**config.mk**
```make
export PLATFORM = sky130hd
export DESIGN_NAME = bus_transfer_ctrl
export DESIGN_NICKNAME = d
export VERILOG_FILES = /design/src/rtl/cpu_bus_pkg.sv /design/src/rtl/bus_src_mux.sv /design/src/rtl/bus_transfer_ctrl.sv
export SDC_FILE = /design/constraint.sdc
export NUM_CORES = 1
export LEC_CHECK = 0
export BUFFER_PORTS_ARGS = -buffer_cell sky130_fd_sc_hd__clkbuf_2
export CORE_UTILIZATION = 28
export DETAILED_ROUTE_END_ITERATION = 8
export GPL_ROUTABILITY_DRIVEN = 0
export HOLD_SLACK_MARGIN = 0.03
export PLACE_DENSITY_LB_ADDON = 0.08
export SLEW_MARGIN = 5
export SYNTH_ARGS = -nofsm -noshare
export SYNTH_HDL_FRONTEND = slang
export SYNTH_SLANG_ARGS = --single-unit
```
**constraint.sdc**
```tcl
create_clock -name i_clk -period 2.2 [get_ports i_clk]
set_clock_uncertainty 0.2 [all_clocks]
set_input_delay 0.44 -clock i_clk [delete_from_list [all_inputs] [get_ports i_clk]]
set_output_delay 0.44 -clock i_clk [all_outputs]
set_load 0.01 [all_outputs]
```
**src/rtl/cpu_bus_pkg.sv**
```systemverilog
// -----------------------------------------------------------------------------
// cpu_bus_pkg
// Shared types for the CPU data-bus transfer controller.
//   BUS_DATA_W / BUS_IDX_W : widths that the command struct is built on
//   bus_xfer_state_e       : controller FSM states
//   bus_cmd_t              : one captured transfer command
//   idx_width()            : max(1, $clog2(n)), usable in parameter context
// -----------------------------------------------------------------------------
package cpu_bus_pkg;

    localparam int BUS_DATA_W = 8;
    localparam int BUS_IDX_W  = 3;

    typedef enum logic [1:0] {
        IDLE  = 2'd0,
        DRIVE = 2'd1,
        WRITE = 2'd2
    } bus_xfer_state_e;

    typedef struct packed {
        logic [BUS_IDX_W-1:0]  src;
        logic [BUS_IDX_W-1:0]  dst;
        logic                  imm_sel;
        logic [BUS_DATA_W-1:0] imm;
    } bus_cmd_t;

    // A one-entry index space still needs a one-bit index signal.
    function automatic int idx_width(input int n);
        int w;
        w = $clog2(n);
        return (w < 1) ? 1 : w;
    endfunction

endpackage

```
**src/rtl/bus_src_mux.sv**
```systemverilog
// -----------------------------------------------------------------------------
// bus_src_mux
// Combinational source select for the shared bus.
//   en       : drive enable; output is 0 when low
//   imm_sel  : 1 = take imm, 0 = take register slice src
//   imm      : immediate value
//   src      : register index
//   src_bus  : flattened register outputs, reg k at [k*DATA_WIDTH +: DATA_WIDTH]
//   data     : selected value
// An out-of-range src yields 0 (the controller never enables it that way).
// -----------------------------------------------------------------------------
module bus_src_mux #(
    parameter int DATA_WIDTH = 8,
    parameter int NUM_REGS   = 8,
    parameter int IDX_W      = 3
) (
    input  logic                         en,
    input  logic                         imm_sel,
    input  logic [DATA_WIDTH-1:0]        imm,
    input  logic [IDX_W-1:0]             src,
    input  logic [NUM_REGS*DATA_WIDTH-1:0] src_bus,
    output logic [DATA_WIDTH-1:0]        data
);

    always_comb begin
        data = '0;
        if (en) begin
            if (imm_sel) begin
                data = imm;
            end else begin
                for (int k = 0; k < NUM_REGS; k++) begin
                    if (src == IDX_W'(k)) data = src_bus[k*DATA_WIDTH +: DATA_WIDTH];
                end
            end
        end
    end

endmodule

```
**src/rtl/bus_transfer_ctrl.sv**
```systemverilog
// -----------------------------------------------------------------------------
// bus_transfer_ctrl
// Initiator for the shared register data bus. Accepts a transfer command,
// drives the source value onto the bus for SETTLE_CYCLES, then pulses one
// destination write enable for a single cycle.
//   i_clk, i_rst_n          : clock, async active-low reset
//   i_cmd_valid/o_cmd_ready : command handshake
//   i_cmd_src/dst/imm_sel/imm : command fields
//   i_src_bus               : flattened register outputs
//   o_bus                   : shared bus value (0 when idle)
//   o_we                    : one-hot destination write enable
//   o_busy                  : DRIVE or WRITE in progress
//   o_done / o_err          : one-cycle completion / rejection pulses
// The command struct comes from cpu_bus_pkg, so DATA_WIDTH and IDX_W must
// equal BUS_DATA_W and BUS_IDX_W.
// -----------------------------------------------------------------------------
module bus_transfer_ctrl
    import cpu_bus_pkg::*;
#(
    parameter int DATA_WIDTH    = BUS_DATA_W,
    parameter int NUM_REGS      = 8,
    parameter int SETTLE_CYCLES = 1,
    localparam int IDX_W        = idx_width(NUM_REGS)
) (
    input  logic                           i_clk,
    input  logic                           i_rst_n,
    input  logic                           i_cmd_valid,
    output logic                           o_cmd_ready,
    input  logic [IDX_W-1:0]               i_cmd_src,
    input  logic [IDX_W-1:0]               i_cmd_dst,
    input  logic                           i_cmd_imm_sel,
    input  logic [DATA_WIDTH-1:0]          i_cmd_imm,
    input  logic [NUM_REGS*DATA_WIDTH-1:0] i_src_bus,
    output logic [DATA_WIDTH-1:0]          o_bus,
    output logic [NUM_REGS-1:0]            o_we,
    output logic                           o_busy,
    output logic                           o_done,
    output logic                           o_err
);

    localparam int CNT_W = idx_width(SETTLE_CYCLES);
    localparam logic [CNT_W-1:0] CNT_LOAD = CNT_W'(SETTLE_CYCLES - 1);

    bus_xfer_state_e state_q, state_d;
    bus_cmd_t        cmd_q, cmd_d;
    logic [CNT_W-1:0] cnt_q, cnt_d;
    logic            done_q, done_d;
    logic            err_q, err_d;
    logic            cmd_bad;

    // Immediate commands never look at src, so its range only matters for
    // register-sourced transfers.
    assign cmd_bad = (32'(i_cmd_dst) >= NUM_REGS) ||
                     (!i_cmd_imm_sel && (32'(i_cmd_src) >= NUM_REGS));

    always_ff @(posedge i_clk or negedge i_rst_n) begin
        if (!i_rst_n) begin
            state_q <= IDLE;
            cmd_q   <= '0;
            cnt_q   <= '0;
            done_q  <= 1'b0;
            err_q   <= 1'b0;
        end else begin
            state_q <= state_d;
            cmd_q   <= cmd_d;
            cnt_q   <= cnt_d;
            done_q  <= done_d;
            err_q   <= err_d;
        end
    end

    always_comb begin
        state_d = state_q;
        cmd_d   = cmd_q;
        cnt_d   = cnt_q;
        done_d  = 1'b0;
        err_d   = 1'b0;
        case (state_q)
            IDLE: begin
                if (i_cmd_valid) begin
                    cmd_d.src     = i_cmd_src;
                    cmd_d.dst     = i_cmd_dst;
                    cmd_d.imm_sel = i_cmd_imm_sel;
                    cmd_d.imm     = i_cmd_imm;
                    if (cmd_bad) begin
                        done_d = 1'b1;
                        err_d  = 1'b1;
                    end else begin
                        state_d = DRIVE;
                        cnt_d   = CNT_LOAD;
                    end
                end
            end
            DRIVE: begin
                if (cnt_q == '0) state_d = WRITE;
                else             cnt_d   = cnt_q - 1'b1;
            end
            WRITE: begin
                state_d = IDLE;
                done_d  = 1'b1;
            end
            default: state_d = IDLE;
        endcase
    end

    // Bus follows the live source slice through DRIVE and WRITE, so the
    // destination captures whatever is present at the WRITE-ending edge.
    bus_src_mux #(
        .DATA_WIDTH(DATA_WIDTH),
        .NUM_REGS  (NUM_REGS),
        .IDX_W     (IDX_W)
    ) u_mux (
        .en      (state_q != IDLE),
        .imm_sel (cmd_q.imm_sel),
        .imm     (cmd_q.imm),
        .src     (cmd_q.src),
        .src_bus (i_src_bus),
        .data    (o_bus)
    );

    always_comb begin
        o_we = '0;
        for (int k = 0; k < NUM_REGS; k++) begin
            o_we[k] = (state_q == WRITE) && (cmd_q.dst == IDX_W'(k));
        end
    end

    assign o_cmd_ready = (state_q == IDLE);
    assign o_busy      = (state_q != IDLE);
    assign o_done      = done_q;
    assign o_err       = err_q;

endmodule

```
# Word level (Yosys, flattened, before mapping)
# Cells that the tools add are included.
# Widths: inputs -> output; s select.
dict set report word_totals {
  register_bits 19
  latchBits 0
  mem_bits_rw 0
  mem_bits_ro 0
  input_bits 82
  elab_cells 59
  memories 0
}
dict set report op_classes {
  addsub 1
  multipliers 0
  div 0
  n_lt_le_gt_ge 0
  eq_ne 18
  shift 0
  n_mux 17
  n_bitwise 0
  reduce_logical 16
}
# cell count
set op_table {}
lappend op_table {{$mux 8} 10}
lappend op_table {{$eq 3x3->1 const B} 8}
lappend op_table {{$eq 3x2->1 const B} 4}
lappend op_table {{$logic_and 1x1->1} 8}
lappend op_table {{$eq 3x1->1 const B} 2}
lappend op_table {{$logic_not 3->1} 2}
lappend op_table {{$reduce_and 2->1} 3}
lappend op_table {{$mux 2} 2}
lappend op_table {{$ne 2x2->1 const B} 2}
lappend op_table {{$pmux 2 s2} 1}
lappend op_table {{$reduce_bool 2->1} 2}
lappend op_table {{$mux 1} 3}
lappend op_table {{$eq 2x1->1 const B} 1}
lappend op_table {{$eq 2x2->1 const B} 1}
lappend op_table {{$logic_not 2->1} 1}
lappend op_table {{$pmux 1 s2} 1}
lappend op_table {{$sub 1x1->1 const B} 1}

# Depth between registers and ports, before layout
# Gate-level depths: netlist of run 1.
dict set report depth {
  ltp_word 11
  depth_mapped 7
  depth_no_buf 4
}

# Modules after synthesis
# From an unflattened synthesis of run 1, not the netlist that was laid out.
dict set report unflattened {
  hier_cells 153
  area_unflattened_um2 1496.4
}
# mod instances cells_per_inst area_each_um2 seq_area_each_um2
set modules_own_cells {}
lappend modules_own_cells {bus_transfer_ctrl 1 54 793.3 450.4}
lappend modules_own_cells {bus_src_mux 1 99 703.2 0.0}

# Least setup slack after synthesis of run 1
# Ideal clock, no wire load.
dict set report synth_timing {
  kind {reg-to-output}
  from {register cmd_q[13] (netlist bit)}
  to {output o_bus[3]}
  arrival_time_ns 1.361
  t_required_ns 1.560
  slack_ns 0.199
  stages_incl_launch_ff 7
  path_buffers 2
  cell_sequence {dfrtp_1 -> buf_6 -> buf_12 -> mux2i_1 -> a2bb2oi_1 -> a221o_1 -> o21ai_2}
}
dict set report synth_via {
  elab_chain_cells 11
}
# element line
set synth_lines {}
lappend synth_lines {{start, declared} bus_transfer_ctrl.sv:45} ;# bus_cmd_t cmd_q, cmd_d;
lappend synth_lines {{start signal, assigned} bus_transfer_ctrl.sv:65} ;# cmd_q <= cmd_d;
lappend synth_lines {{$logic_not 3->1} bus_src_mux.sv:32} ;# if (src == IDX_W'(k)) data = src_bus[k*DATA_WIDTH +: DATA_WIDTH];
lappend synth_lines {{$mux 8 (7 in a row)} bus_src_mux.sv:32}
lappend synth_lines {{$mux 8 (*)} bus_src_mux.sv:32}
lappend synth_lines {{$mux 8 (*)} bus_src_mux.sv:28} ;# if (imm_sel) begin
lappend synth_lines {{$mux 8 (*)} bus_src_mux.sv:27} ;# if (en) begin
lappend synth_lines {{end, declared} bus_transfer_ctrl.sv:34} ;# output logic [DATA_WIDTH-1:0] o_bus,
# Every way passes the cells marked *; elsewhere a longest branch is shown, timed or not.

# Final worst setup path of run 1
dict set report layout_timing {
  from {register cmd_q[13] (netlist bit)}
  to {output o_bus[4]}
}
# The elaborated chain is that of the path after synthesis.

==> results.json, run 1 <==
{
  "leakagePower_nw": 1.14,
  "cts_sinks": 18,
  "synth-seq-area-share_pct": 30.5,
  "maximum_number_of_pins_on_one_net_before_global_route_repair": 19,
  "worst_skew_pair.late_latency_ns": 0.24,
  "cp-end-kind": "output pin",
  "violations": "negative setup slack",
  "timing.final.hold_violations": 0,
  "nNetsFinal": 331,
  "syn_std_cell_area_sq_um": 1480,
  "post_synth_main_area_contributors": "sky130_fd_sc_hd__dfrtp_1 (31%), sky130_fd_sc_hd__mux2i_1 (15%), sky130_fd_sc_hd__mux2_1 (11%)",
  "antenna_found_initial": 0,
  "worst-r2r-cell-count": 4,
  "worstReg2RegStart": "state_q[0]$_DFFE_PN0P_",
  "drt-total-wl_um": 4130,
  "layout_overhead_on_the_synthesized_area_pct": 47.5,
  "vdd_ir_drop_max_mv": 0.423,
  "clock_path_buffers": 2,
  "fin_worst_hold_slack_ns": 0.206,
  "fillers": 512,
  "ctsRootBufferMaster": "sky130_fd_sc_hd__clkbuf_8",
  "route.detailed.wl_per_inst_um": 13.0,
  "antenna-diode-count": 0,
  "post_synth.cell_area_avg_sq_um": 10.4,
  "core-area_sq_um": 5070,
  "worst_setup_path_startpoint": "cmd_q[13]$_DFFE_PN0P_",
  "detailedRoute.firstIterationViolations": 70,
  "rows": 26,
  "critical_path_class": "flip-flop to output pin",
  "postLayoutCellArea_sq_um": 2180,
  "crit_fanout": 6,
  "warning_count_from_the_yosys_run": 0,
  "achievable_freq_mhz": 415,
  "die-height_um": 74.6,
  "fin_crit_ns": 2.41,
  "hpwlAfterDp_um": 3400,
  "max_cap_viol_count": 0,
  "holdCritPathClass": "input port to flip-flop",
  "synth_cell_type_count": 31,
  "chipWidth_um": 74.6,
  "status": "complete, but fails checks",
  "drive_gt1_share_pct": 52.4,
  "detail-route-antenna-nets": 0,
  "cts-buffers-inserted": 3,
  "min_period_over_period_pct": 109,
  "floorplan.initialDensity_pct": 29.1,
  "io_count": 102,
  "detail_route.vias_per_cell": 4.75,
  "mostFrequentLayoutCell": "sky130_fd_sc_hd__clkbuf_2",
  "drt_drc_violations_left": 0,
  "port-buffer-count": 100,
  "worst_setup_hold_path_clk_slew_ns": 0.06,
  "cells_after_synth": 142,
  "synth-seq-cells": 18,
  "groute.usage.overall_pct": 15.3,
  "num_vias": 1509,
  "cts_tree": "yes",
  "globalRoute.totalOverflow": 0,
  "report.final.slew_viol_count": 0,
  "powerDensity_nw_per_um2": 748,
  "r2r_end": "cmd_q[13]$_DFFE_PN0P_",
  "synth_nets": 224,
  "regToRegSetupSlack_ns": 0.49,
  "die-area_sq_um": 5560,
  "crit_path_end": "o_bus[4]",
  "placed_area_sq_um": 2080,
  "synth.top_cell.area_share_pct": 30.5,
  "layout.cells.most_common_list": "sky130_fd_sc_hd__clkbuf_2 (97), sky130_fd_sc_hd__mux2i_1 (22), sky130_fd_sc_hd__dfrtp_1 (17)",
  "synth_top_area_cell": "sky130_fd_sc_hd__dfrtp_1",
  "htree_num_levels": 1,
  "grt_first_pass_wirelength_um": 6490,
  "crit_required_ns": 1.56,
  "worstSetupStartpointType": "flip-flop",
  "first_global_vias": 1386,
  "final-setup-viol-count": 8,
  "grt_setup_unrepaired": "true",
  "worst_slack_ns": -0.208,
  "worst-endpoint-arrival_ns": 1.77,
  "drt-pass1-iter-count": 4
}
## worst max-delay path, stage by stage, from the launching register on
cell and delay, ns:
sky130_fd_sc_hd__dfrtp_2 0.45, sky130_fd_sc_hd__buf_4 0.19, sky130_fd_sc_hd__mux2i_1 0.13, sky130_fd_sc_hd__a2bb2oi_1 0.13
sky130_fd_sc_hd__a221o_1 0.36, sky130_fd_sc_hd__o21ai_2 0.12, sky130_fd_sc_hd__clkbuf_2 0.15
## per-stage QoR
step	setup TNS [ns]	utilization, %	instances	total power [mW]	setup WS [ns]
floorplan	0	-	142	1.06	0.199
global placement	0	41.0	312	1.36	0.00956
detailed placement	-0.00692	41.0	312	1.35	-0.00692
CTS	-1.57	42.6	318	1.64	-0.220
global route	-2.12	42.9	318	1.76	-0.298
finish	-1.38	42.9	318	1.63	-0.208
## registers in the layout, indices dropped and copies added (netlist names)
register / cells
state_q: 2
cmd_q: 15
o_done: 1
## routing by layer
metal,global-route usage [%],vias to the layer above,wire [um]
li1,-,758,-
met1,20.8,691,1850
met2,25.0,54,1990
met3,2.03,6,230
met4,5.24,0,61
met5,0,-,0
## kinds of logic (layout without fill, tap and decap cells)
| group | after synthesis | after routing | share of synthesized area, % |
|---|---|---|---|
| AND/OR/NAND/NOR | 30 | 30 | 10.8 |
| other | 1 | 1 | 0.254 |
| AO/OA/AOI/OAI | 39 | 39 | 22.1 |
| buffers and inverters | 15 | 121 | 6.95 |
| multiplexers | 39 | 39 | 29.4 |
| flip-flops | 18 | 18 | 30.5 |
## cell type report
| type | instances | area, sq um | share of cell area [%] |
|---|---|---|---|
| inverters | 1 | 3.75 | 0.173 |
| multi-input cells | 109 | 938 | 43.1 |
| well taps | 70 | 87.6 | 4.03 |
| clock buffers | 4 | 55.1 | 2.53 |
| flip-flops and latches | 18 | 452 | 20.8 |
| repair buffers | 116 | 639 | 29.4 |
## how the worst min path moves through the flow
stage | from | end | slack (ns) | cells past startpoint
floorplan | i_rst_n | cmd_q[0]$_DFFE_PN0P_ | -0.06 | 0
global placement | i_rst_n | o_done$_DFF_PN0_ | 0.23 | 1
detailed placement | i_rst_n | cmd_q[5]$_DFFE_PN0P_ | 0.21 | 1
CTS | i_cmd_dst[0] | cmd_q[9]$_DFFE_PN0P_ | 0.20 | 2
global route | i_cmd_dst[0] | cmd_q[9]$_DFFE_PN0P_ | 0.20 | 2
finish | i_cmd_imm[1] | cmd_q[1]$_DFFE_PN0P_ | 0.21 | 2
## synthesized netlist by cell type
cell type                    n
sky130_fd_sc_hd__nor2b_1     4
sky130_fd_sc_hd__a2bb2oi_1   6
sky130_fd_sc_hd__buf_6       2
sky130_fd_sc_hd__o211a_1     6
sky130_fd_sc_hd__a221o_1     6
sky130_fd_sc_hd__buf_1       2
sky130_fd_sc_hd__dfrtp_1    18
sky130_fd_sc_hd__clkbuf_1    3
sky130_fd_sc_hd__buf_4       3
sky130_fd_sc_hd__o21ai_0     2
sky130_fd_sc_hd__a311oi_1    2
sky130_fd_sc_hd__a22o_1      2
sky130_fd_sc_hd__nand3b_1    6
sky130_fd_sc_hd__a22oi_1     6
sky130_fd_sc_hd__nand3_1     1
sky130_fd_sc_hd__o21ai_1     4
sky130_fd_sc_hd__conb_1      1
sky130_fd_sc_hd__a221oi_1    2
sky130_fd_sc_hd__and2_1      1
sky130_fd_sc_hd__nor2_1     11
sky130_fd_sc_hd__mux2_1     15
sky130_fd_sc_hd__nand2b_1    3
sky130_fd_sc_hd__mux2i_1    22
sky130_fd_sc_hd__o21ai_2     2
sky130_fd_sc_hd__inv_1       1
sky130_fd_sc_hd__nand2_1     2
sky130_fd_sc_hd__nor3_1      2
sky130_fd_sc_hd__buf_12      1
sky130_fd_sc_hd__buf_2       3
sky130_fd_sc_hd__mux4_2      2
sky130_fd_sc_hd__o21bai_1    1
## power breakdown
group | total, mW | internal [mW] | switching (mW) | leakage, nW
clock network | 0.259 | 0.159 | 0.101 | 0.0288
logic | 0.886 | 0.478 | 0.407 | 0.897
registers | 0.483 | 0.411 | 0.0718 | 0.213
total | 1.63 | 1.05 | 0.580 | 1.14
## what timing repair did
action                     4_1_cts  5_1_grt
hold buffers                     1        0
setup buffers                    1        0
hold endpoints to repair        18        0
setup endpoints to repair        8        8
gates resized for setup          3        8
pin swaps                        5        3
(Power assumes the default switching activity.)
==> run 2: changes to the inputs <==
Settings changed: ABC_AREA from default to 1, CORE_UTILIZATION 28 to 41.
==> run 2 against run 1 <==
The run still ends with negative setup slack left. Maximum frequency shrank 2.5%. Area after synthesis shrank 4.6%. Sequential cell count is the same. Die area shrank 34%. Critical endpoint is now o_bus[6].
==> results.json, run 2 <==
{
  "grt_first_pass_wirelength_um": 6400,
  "slowest_cp_cell": "sky130_fd_sc_hd__dfrtp_2",
  "synth_nets": 316,
  "postSynth.asyncResetShare_pct": 100,
  "worstReg2RegStart": "state_q[0]$_DFFE_PN0P_",
  "crit_path_cell_trace": "inv_2 -> nor2_4 -> nand2_4 -> or2_4 -> nand2_1 -> nand2_1 -> nand2_1 -> nand3_1 -> nand2_1 -> a21oi_1 -> clkbuf_2",
  "powerDensity_nw_per_um2": 713,
  "crit_fanout": 7,
  "worst_setup_path_startpoint": "cmd_q[13]$_DFFE_PN0P_",
  "synth_top_area_cell": "sky130_fd_sc_hd__dfrtp_1",
  "grt_setup_unrepaired": "true",
  "postSynth.topFlopCell": "sky130_fd_sc_hd__dfrtp_1",
  "leakagePower_nw": 1.27,
  "syn_std_cell_area_sq_um": 1410,
  "fin_worst_hold_slack_ns": 0.129,
  "critical_path.most_common_cell": "sky130_fd_sc_hd__nand2_1",
  "fillers": 300,
  "detailedRoute.firstIterationViolations": 119,
  "mostFrequentLayoutCell": "sky130_fd_sc_hd__clkbuf_2",
  "synth-seq-area-share_pct": 32.0,
  "cts_tree": "yes",
  "route.detailed.wl_per_inst_um": 11.0,
  "cp-end-kind": "output pin",
  "first_global_vias": 1554,
  "multi_input_logic_area_sq_um": 888,
  "timing.final.hold_violations": 0,
  "final-setup-viol-count": 8,
  "largest_register_ff_count": 15,
  "groute.usage.overall_pct": 23.3,
  "holdCritPathClass": "input port to flip-flop",
  "detail-route-antenna-nets": 0,
  "htree_num_levels": 1,
  "synth-seq-cells": 18,
  "p_total_mw": 1.55,
  "synth-edff-count": 0,
  "postLayoutCellArea_sq_um": 2170,
  "maximum_number_of_pins_on_one_net_before_global_route_repair": 19,
  "fin_crit_ns": 2.47,
  "die-height_um": 60.6,
  "cts_sinks": 18,
  "vdd_ir_drop_max_mv": 0.548,
  "worst_setup_hold_path_clk_slew_ns": 0.10,
  "post_synth_main_area_contributors": "sky130_fd_sc_hd__dfrtp_1 (32%), sky130_fd_sc_hd__nand2_1 (25%), sky130_fd_sc_hd__nor2_1 (6.4%)",
  "cts-buffers-inserted": 3,
  "cells_after_synth": 234,
  "layout.cells.most_common_list": "sky130_fd_sc_hd__clkbuf_2 (95), sky130_fd_sc_hd__nand2_1 (86), sky130_fd_sc_hd__nor2_1 (22)",
  "worst_skew_pair.late_latency_ns": 0.30,
  "antenna-diode-count": 0,
  "final_util_pct": 68.9,
  "violations": "negative setup slack",
  "worstSetupStartpointType": "flip-flop",
  "globalRoute.totalOverflow": 0,
  "synth.top_cell.area_share_pct": 32.0,
  "achievable_freq_mhz": 405,
  "hpwlAfterDp_um": 3420,
  "min_period_over_period_pct": 112,
  "chipWidth_um": 60.6,
  "synth.cells.most_frequent": "sky130_fd_sc_hd__nand2_1 (92), sky130_fd_sc_hd__nor2_1 (24), sky130_fd_sc_hd__inv_1 (23)",
  "antenna_found_initial": 0,
  "drt-pass1-iter-count": 4,
  "report.final.slew_viol_count": 0,
  "max_cap_viol_count": 0,
  "num_vias": 1848,
  "yosysMostFrequentCell": "sky130_fd_sc_hd__nand2_1",
  "regArea_sq_um": 454,
  "synth_cell_type_count": 20,
  "worst_slack_ns": -0.269,
  "port-buffer-count": 100,
  "clock_path_buffers": 2,
  "post_synth.cell_area_avg_sq_um": 6.02,
  "floorplan.initialDensity_pct": 44.6,
  "detail_route.vias_per_cell": 4.68,
  "critPathMaxStageDelay_ns": 0.44,
  "core-area_sq_um": 3150,
  "drt_drc_violations_left": 0,
  "regMostFlops": "cmd_q",
  "ctsRootBufferMaster": "sky130_fd_sc_hd__clkbuf_4",
  "critical_path_class": "flip-flop to output pin",
  "layout_overhead_on_the_synthesized_area_pct": 54.3,
  "io_count": 102,
  "status": "complete, but fails checks",
  "rows": 20,
  "nNetsFinal": 434,
  "die-area_sq_um": 3670,
  "hold_path_startpoint": "i_cmd_imm[0]",
  "placed_area_sq_um": 2000,
  "worst-endpoint-arrival_ns": 1.83,
  "warning_count_from_the_yosys_run": 0,
  "crit_required_ns": 1.56,
  "drt-total-wl_um": 4360,
  "drive_gt1_share_pct": 44.2
}
[run 2: cell count changes in the layout (fill, tap and decap cells not counted), moves of 7 or more]
| cell | delta |
|---|---|
| sky130_fd_sc_hd__inv_1 | +19 |
| sky130_fd_sc_hd__mux2i_1 | -22 |
| sky130_fd_sc_hd__nor2_1 | +14 |
| sky130_fd_sc_hd__nand4_1 | +8 |
| sky130_fd_sc_hd__a21oi_1 | +14 |
| sky130_fd_sc_hd__nand3_1 | +11 |
| sky130_fd_sc_hd__nand2_1 | +84 |
| sky130_fd_sc_hd__mux2_1 | -15 |
| sky130_fd_sc_hd__nand2_2 | +7 |
| sky130_fd_sc_hd__o21ai_0 | +13 |
[run 2: power breakdown]
part	leakage (nW)	switching, mW	internal, mW	total [mW]
registers	0.220	0.0715	0.405	0.477
logic	1.03	0.481	0.387	0.867
clock network	0.0210	0.103	0.101	0.204
[run 2: critical path: cells and delay by family, from the launching register on]
| kind | cells | cell delay, ns |
|---|---|---|
| buf+inv | 2 | 0.21 |
| simple gates | 8 | 0.80 |
| compound gates | 1 | 0.07 |
| flops | 1 | 0.44 |
[run 2: final cells by class]
type,count,area share [%]
repair buffers,118,29.6
flip-flops and latches,18,20.9
inverters,25,4.44
multi-input cells,186,40.9
well taps,44,2.53
clock buffers,4,1.67
[run 2: layer usage]
metal | GRT usage (%) | vias up | wire [um]
li1 | - | 976 | -
met1 | 29.1 | 792 | 1950
met2 | 40.3 | 73 | 2050
met3 | 4.05 | 7 | 299
met4 | 8.77 | 0 | 57
met5 | 0 | - | 0
[run 2: repair_timing]
action,in CTS,in global routing
resized for setup,9,24
endpoints found under the hold margin,18,0
cloned,0,1
hold buffers,1,0
setup buffers,4,2
endpoints found under the setup margin,8,8
pin swaps,2,11
[run 2: through the flow]
stage	setup TNS (ns)	setup WS, ns	cells
after floorplan	0	0.166	234
after global placement	0	0.0437	383
after detailed placement	0	0.0108	383
after CTS	-1.72	-0.250	392
after global routing	-2.77	-0.362	395
final	-1.90	-0.269	395
[run 2: worst paths after layout]
path                                                to  slack [ns]  cells past startpoint
worst max-delay path                          o_bus[6]       -0.27                     11
worst min-delay path              cmd_q[0]$_DFFE_PN0P_        0.13                      3
worst max register to register    cmd_q[8]$_DFFE_PN0P_        0.65                      6
worst min register to register  state_q[1]$_DFFE_PN0P_        0.26                      1
max in group asynchronous        cmd_q[14]$_DFFE_PN0P_        1.06                      2
min in group asynchronous        cmd_q[11]$_DFFE_PN0P_        0.41                      2
[run 2: logic make-up after synthesis]
| family | count (synthesis) | share of synthesized area (%) |
|---|---|---|
| other | 1 | 0.266 |
| and+or+nand+nor | 153 | 46.9 |
| DFF | 18 | 32.0 |
| buffers and inverters | 31 | 9.78 |
| AOI/OAI and AO/OA | 31 | 11.0 |
